**src/rtl/if_fetch.sv**
```systemverilog
// Instruction-fetch stage: assembles a 32-bit little-endian instruction from four
// byte reads on a shared memory port and holds it for the IF/ID hand-off.
module if_fetch #(
  parameter int ADDR_W   = 17,
  parameter int STALL_W  = 6,
  parameter int STALL_IF = 1
) (
  input  logic               clk,
  input  logic               rst,
  input  logic [STALL_W-1:0] stall_i,
  input  logic               flush_i,
  input  logic [31:0]        pc_i,
  input  logic               mem_busy_i,
  input  logic [7:0]         mem_din_i,
  output logic [ADDR_W-1:0]  mem_addr_o,
  output logic               mem_rd_o,
  output logic [31:0]        if_pc_o,
  output logic [31:0]        if_inst_o,
  output logic               if_valid_o,
  output logic               stallreq_o
);

  typedef enum logic [2:0] {
    S_IDLE, S_RD1, S_RD2, S_RD3, S_RD4, S_HOLD
  } state_t;

  state_t          state_q, state_d;
  logic [31:0]     addr_q, addr_d;
  logic [2:0][7:0] byte_q, byte_d;
  logic [31:0]     if_pc_q, if_pc_d;
  logic [31:0]     if_inst_q, if_inst_d;
  logic            if_valid_q, if_valid_d;

  logic              issue;
  logic              accept;
  logic [ADDR_W-1:0] base;
  logic [ADDR_W-1:0] offset;
  logic              unused_stall_bits;

  assign accept            = ~stall_i[STALL_IF];
  assign unused_stall_bits = ^stall_i;

  always_comb begin
    // NOTE: every signal assigned here gets a default first, so no path leaves one unassigned (no latch).
    state_d    = state_q;
    addr_d     = addr_q;
    byte_d     = byte_q;
    if_pc_d    = if_pc_q;
    if_inst_d  = if_inst_q;
    if_valid_d = if_valid_q;
    issue      = 1'b0;
    offset     = '0;

    unique case (state_q)
      S_IDLE: begin
        if (!flush_i && !mem_busy_i) begin
          issue   = 1'b1;
          addr_d  = pc_i;
          state_d = S_RD1;
        end
      end
      S_RD1: begin
        byte_d[0] = mem_din_i;
        issue     = 1'b1;
        offset    = ADDR_W'(1);
        state_d   = S_RD2;
      end
      S_RD2: begin
        byte_d[1] = mem_din_i;
        issue     = 1'b1;
        offset    = ADDR_W'(2);
        state_d   = S_RD3;
      end
      S_RD3: begin
        byte_d[2] = mem_din_i;
        issue     = 1'b1;
        offset    = ADDR_W'(3);
        state_d   = S_RD4;
      end
      S_RD4: begin
        if_inst_d  = {mem_din_i, byte_q[2], byte_q[1], byte_q[0]};
        if_pc_d    = addr_q;
        if_valid_d = 1'b1;
        state_d    = S_HOLD;
      end
      S_HOLD: begin
        if (accept) begin
          if_valid_d = 1'b0;
          if (mem_busy_i) begin
            state_d = S_IDLE;
          end else begin
            // Back-to-back: byte 0 of the next instruction goes out in the hand-off cycle.
            issue   = 1'b1;
            addr_d  = pc_i;
            state_d = S_RD1;
          end
        end
      end
      default: state_d = S_IDLE;
    endcase

    // A taken branch wins over everything, including completion in RD4.
    if (flush_i) begin
      issue      = 1'b0;
      addr_d     = addr_q;
      if_pc_d    = if_pc_q;
      if_inst_d  = if_inst_q;
      if_valid_d = 1'b0;
      state_d    = S_IDLE;
    end
  end

  assign base       = (state_q == S_IDLE || state_q == S_HOLD) ? pc_i[ADDR_W-1:0]
                                                               : addr_q[ADDR_W-1:0];
  assign mem_rd_o   = issue & ~rst;
  assign mem_addr_o = mem_rd_o ? base + offset : '0;
  assign stallreq_o = (state_q != S_HOLD);

  assign if_pc_o    = if_pc_q;
  assign if_inst_o  = if_inst_q;
  assign if_valid_o = if_valid_q;

  // NOTE: state uses non-blocking assignments so every flop samples pre-edge values.
  always_ff @(posedge clk or posedge rst) begin
    if (rst) begin
      state_q    <= S_IDLE;
      addr_q     <= '0;
      // NOTE: the small byte buffer is reset too, so a post-reset dump never shows stale bytes.
      byte_q     <= '0;
      if_pc_q    <= '0;
      if_inst_q  <= '0;
      if_valid_q <= 1'b0;
    end else begin
      state_q    <= state_d;
      addr_q     <= addr_d;
      byte_q     <= byte_d;
      if_pc_q    <= if_pc_d;
      if_inst_q  <= if_inst_d;
      if_valid_q <= if_valid_d;
    end
  end

endmodule
```
**config.mk**
```make
export PLATFORM = sky130hd
export DESIGN_NAME = if_fetch
export DESIGN_NICKNAME = d
export VERILOG_FILES = /design/src/rtl/if_fetch.sv
export SDC_FILE = /design/constraint.sdc
export NUM_CORES = 1
export LEC_CHECK = 0
export BUFFER_PORTS_ARGS = -buffer_cell sky130_fd_sc_hd__buf_2
export CAP_MARGIN = 40
export CORE_MARGIN = 3
export CORE_UTILIZATION = 40
export CTS_BUF_LIST = sky130_fd_sc_hd__clkbuf_4 sky130_fd_sc_hd__clkbuf_8 sky130_fd_sc_hd__clkbuf_16
export DETAILED_ROUTE_END_ITERATION = 7
export SLEW_MARGIN = 10
export SYNTH_ARGS = -nofsm -noshare
export SYNTH_HDL_FRONTEND = slang
export SYNTH_SLANG_ARGS = --single-unit
```
**constraint.sdc**
```tcl
create_clock -name clk -period 5.2 [get_ports clk]
set_input_delay 0.78 -clock clk [delete_from_list [all_inputs] [get_ports clk]]
set_output_delay 0.78 -clock clk [all_outputs]
set_load 0.05 [all_outputs]
```
# Word-level counts from Yosys, hierarchy flattened
# Index checks and enable logic that the tools add are counted.
word_totals:
  reg_bits: 124
  latchBits: 0
  ramBits: 0
  rom_bits: 0
  input_bits: 50
  out_inout_bits: 84
  n_memories: 0
op_classes:
  add_sub_neg: 1
  mul: 0
  div: 0
  n_lt_le_gt_ge: 0
  eq_ne: 11
  n_shift: 0
  mux: 20
  bitwise_logic: 3
  n_reduce_logical: 12
ops:
  columns: ["cell", "count"]
  rows:
  - ["32-bit 2-to-1 mux", 3]
  - ["32-bit one-hot mux with 2 select lines", 1]
  - ["17-bit 2-to-1 mux", 2]
  - ["3-bit one-hot mux with 6 select lines", 1]
  - ["17-bit adder", 1]
  - ["3-bit 2-to-1 mux", 3]
  - ["3-bit inequality test, second input constant", 3]
  - ["1-bit 2-to-1 mux", 7]
  - ["3-bit by 2-bit equality test with 1-bit output, second input constant", 2]
  - ["3-bit equality test, second input constant", 2]
  - ["2-bit inequality test, second input constant", 3]
  - ["2-bit one-hot mux with 3 select lines", 1]
  - ["2-bit AND reduction", 3]
  - ["5-bit AND reduction", 1]
  - ["3-bit by 1-bit equality test with 1-bit output, second input constant", 1]
  - ["3-bit logical NOT", 1]
  - ["1-bit one-hot mux with 3 select lines", 1]
  - ["3-bit nonzero test", 1]
  - ["3-bit OR reduction", 1]
  - ["1-bit logical NOT", 2]
  - ["1-bit NOT", 2]
  - ["1-bit one-hot mux with 2 select lines", 1]
  - ["2-bit nonzero test", 1]
  - ["1-bit bitwise AND", 1]
  - ["other kinds (2)", 2]

# Depth between registers and ports, before layout
logic_depth:
  depth_word: 7
  mapped_depth: 11
  ltp_nobuf: 10

# Worst setup path after synthesis
# No wires, ideal clock.
synth_timing:
  path_type: "register -> output"
  from: "register state_q[2]"
  to: "output port mem_addr_o[6]"
  arrival_ps: 3769
  t_required_ps: 4420
  path_slack_ps: 651
  path_stages_with_launch: 12
  path_cell_list: "dfrtp_1 -> xor2_2 -> nor2_4 -> clkbuf_1 -> mux2_2 -> ha_1 -> fa_1 -> nand3_1 -> nor2_1 -> xor2_1 -> nor2_1 -> a211oi_1"
synth_via:
  elab_chain_cells: 6
  elab_cells_between_ends: 14
synth_lines:
  columns: ["item", "line_no", "rtl"]
  rows:
  - ["from (decl)", "27", "state_t state_q, state_d;"]
  - ["from (signal assigned)", "134", "state_q <= state_d;"]
  - ["branches (longest 5 deep; another with 17-bit adder)", null, null]
  - ["17-bit 2-to-1 mux (*)", "116", "assign mem_addr_o = mem_rd_o ? base + offset : '0;"]
  - ["to (decl)", "15", "output logic [ADDR_W-1:0] mem_addr_o,"]
# Mark *: on every way between the ends.

# Worst setup path in the final report
# Same ends and word-level chain as after synthesis.

==> results by group <==
Logic synthesis
  – Mapped cell area: 5600 sq um
  – Post-Syn Instances: 404
  – Async set-or-reset flop fraction in the synthesized netlist: 1.00
  – Syn_area_per_cell: about 14 sq um
  – Syn nets: between 400 and 500
  – Number of synthesized flops with an enable pin: 0
  – Synthesis-stage register bit count: roughly 120
  – Register area share after synthesis: 0.555
  – YS warnings: 0
  – Post-synthesis cell type count: around 50
  – Primary FF master, synth: dfrtp_1

Global routing
  – First-pass GRT wire length: between 20000 and 25000 um
  – Gr ovfl total: 0
  – Gr usage total: 0.168
  – Antenna violations before repair: 0
  – Vias in the first global route: 4132
  – Largest net degree at the start of global routing: 56

Worst setup path
  – Worst path arrival time: 3.52 ns
  – Delay of the slowest critical-path stage: about 0.61 ns
  – Crit-path max FO: 13
  – Worst Path Required: ~4.4 ns
  – Crit-path cells: xor2_2, nor2_4, mux2_2, ha_1, fa_1, nand3_1, nor2_1, xor2_1, nor2_1, a211oi_1, buf_2
  – Most Frequent Cell on Critical Path: nor2_1
  – Worst path slowest cell: dfrtp_1
  – Critical path launch point type: register
  – Crit path kind: register to primary output
  – Critical path capture point type: primary output

Route
  – Routed Antenna Nets: 0
  – 1st-iter DRT viols: roughly 200
  – Vias: 3786
  – WL/cell: about 17 um
  – DRC: 0
  – DR pass1 iterations: 5
  – Vias per cell: 5.20
  – Drt total wl: between 10000 and 15000 um

STA
  – Setup violators final: 0
  – Max-slew headroom: 0.617
  – Final period utilization: 0.826
  – Min cycle time layout: 4.30 ns
  – FMAX: 0.233 GHz
  – Final Hold Viols: 0
  – Total Negative Setup Slacks: 0 ns
  – Worst Hold Slack: 0.399 ns
  – Worst Skew: 0.00658 ns
  – Slew Limit Fails: 0
  – Post-route setup slack: around 0.90 ns
  – Worst Tran Pin Value: 0.574 ns
  – RSZ-0062 raised after global routing: false

Run
  – Max Cap Viol: 0

Die
  – Core Area: ~13000 sq um
  – Die footprint: roughly 15000 sq um
  – Initial Util: 0.416
  – Row count: 42
  – IO Pins: 134
  – Die width: 124 um
  – DIE HEIGHT: approximately 120 um

Final layout
  – ANT cells: 0
  – Synth-to-Final Area Change: 25.4%
  – Fill count: 1218
  – Layout cell share with drive strength beyond 1: 0.543
  – Final #Nets: 593
  – Area of the multi-input gates: 2360 sq um
  – Sequential cell area: between 3000 and 4000 sq um
  – Final non-filler cell total: between 700 and 800
  – Final Util: 0.521
  – Final non-filler cell area: between 7000 and 8000 sq um

CTS
  – Hold_buf cts: 0
  – Longest Clk Path Bufs: 2
  – Clk slew on worst S/H paths: ~0.05 ns
  – TritonCTS clock tree: built
  – CTS buffer count: 17
  – H-tree depth: 4
  – Sink Count: 124
  – Post-CTS Setup Inserts: 0
  – CTS Root Cell: clkbuf_16
  – Clk Latency, worst-skew pair: 0.41 ns
  – Post-CTS resize count: 0

Power
  – Leakage power: 3.41 nW
  – Final Power: ~4.5 mW
  – Max VDD drop: 399 uV
  – PwrDens: between 600 and 700 nW/um^2

Placed design
  – Port buffer count: roughly 130
  – DP Cell Count: 697
  – Dpl cell area: 6430 sq um
  – DP HPWL: around 8700 um
  – GP Congestion: 0.800
  – Dpl ws: ~1.3 ns

Outcome
  – Status: complete, no violations

Hold path
  – Hold Path Class: primary input to async pin
-- routing by layer --
layer  global-route usage  up-vias  part of all wire
met5                    0        -                 0
met4               0.0432        0            0.0089
met3               0.0699        7             0.066
met2                0.268      107              0.48
met1                0.212     1932              0.45
li1                     -     1740                 -
-- flip-flops by register name (all words and copies together) (netlist names) --
name / cells
addr_q: 32
if_inst_o: 32
if_pc_o: 32
byte_q: 24
state_q: 3
if_valid_o: 1
-- synthesized netlist by cell type (5+ instances only) --
cell type | n | area (sq um)
dfrtp_1 | 124 | 3100
mux2_2 | 123 | 1390
nand2_1 | 15 | 56.3
mux2i_1 | 12 | 120
a21oi_1 | 10 | 50.1
nand3_1 | 10 | 50.1
nor2_1 | 10 | 37.5
buf_2 | 8 | 40.0
buf_6 | 6 | 67.6
xnor2_1 | 6 | 52.6
xor2_1 | 6 | 52.6
a21o_1 | 5 | 37.5
nand4_1 | 5 | 31.3
-- final cells by class --
type,instances,share of cell area
clock buffer,20,0.0656
inverter,3,0.00196
multi-input combinational,259,0.337
tap,176,0.0314
timing repair buffer,135,0.105
clock inverter,11,0.0171
sequential,124,0.442
-- worst paths after layout --
check	from	endpoint	slack, ns	depth (start not counted)
worst min-delay path	rst	addr_q[12]	0.40	2
min in group clk	addr_q[21]	addr_q[21]	0.48	1
worst min register to register	addr_q[21]	addr_q[21]	0.48	1
worst max register to register	state_q[1]	if_pc_o[25]	2.65	6
max in group asynchronous	rst	addr_q[24]	3.63	4
worst max-delay path	state_q[2]	mem_addr_o[6]	0.90	11
-- kinds of logic (layout without fill, tap and decap cells) --
| group | after synthesis | after routing | share of synthesized area |
|---|---|---|---|
| flops | 124 | 124 | 0.555 |
| compound gates | 38 | 38 | 0.0479 |
| buf+inv | 21 | 169 | 0.0246 |
| simple gates | 67 | 67 | 0.0682 |
| mux | 138 | 138 | 0.275 |
| xor+xnor | 13 | 13 | 0.0217 |
| fa+ha+maj | 3 | 3 | 0.00805 |
-- critical path: cells and delay by family (launching register included) --
| kind | cells | cell delay [ns] |
|---|---|---|
| simple gates | 4 | 0.55 |
| compound gates | 1 | 0.24 |
| flops | 1 | 0.61 |
| xor+xnor | 2 | 0.36 |
| mux | 1 | 0.35 |
| buf+inv | 1 | 0.31 |
| fa+ha+maj | 2 | 0.70 |
-- layout by cell type (no fill, tap or decap), types with 2 or more instances in the layout --
cell	count
clkinv_4	4
nor2b_1	3
or3_1	2
dfrtp_1	124
xnor2_1	6
a21oi_1	10
or2_2	2
bufinv_16	2
xor2_1	6
and2_1	4
buf_2	128
nand3_1	10
a211oi_1	4
mux2_1	3
nand2_1	15
mux2_2	123
a21o_1	5
a31oi_1	2
and4_1	3
ha_1	2
o31ai_1	2
nor2_1	10
nor3_1	2
o21ai_0	2
o2111ai_1	3
and3_1	3
buf_4	4
clkbuf_8	2
clkinv_2	5
mux2i_1	12
clkbuf_16	17
nand4_1	5
-- power by group --
part	switching [mW]	leakage [nW]	internal, mW
sequential	0.243	1.56	1.37
combinational	1.22	1.56	0.570
clock	0.409	0.293	0.731
total	1.87	3.41	2.67
Power figures use the tool's default switching activity.
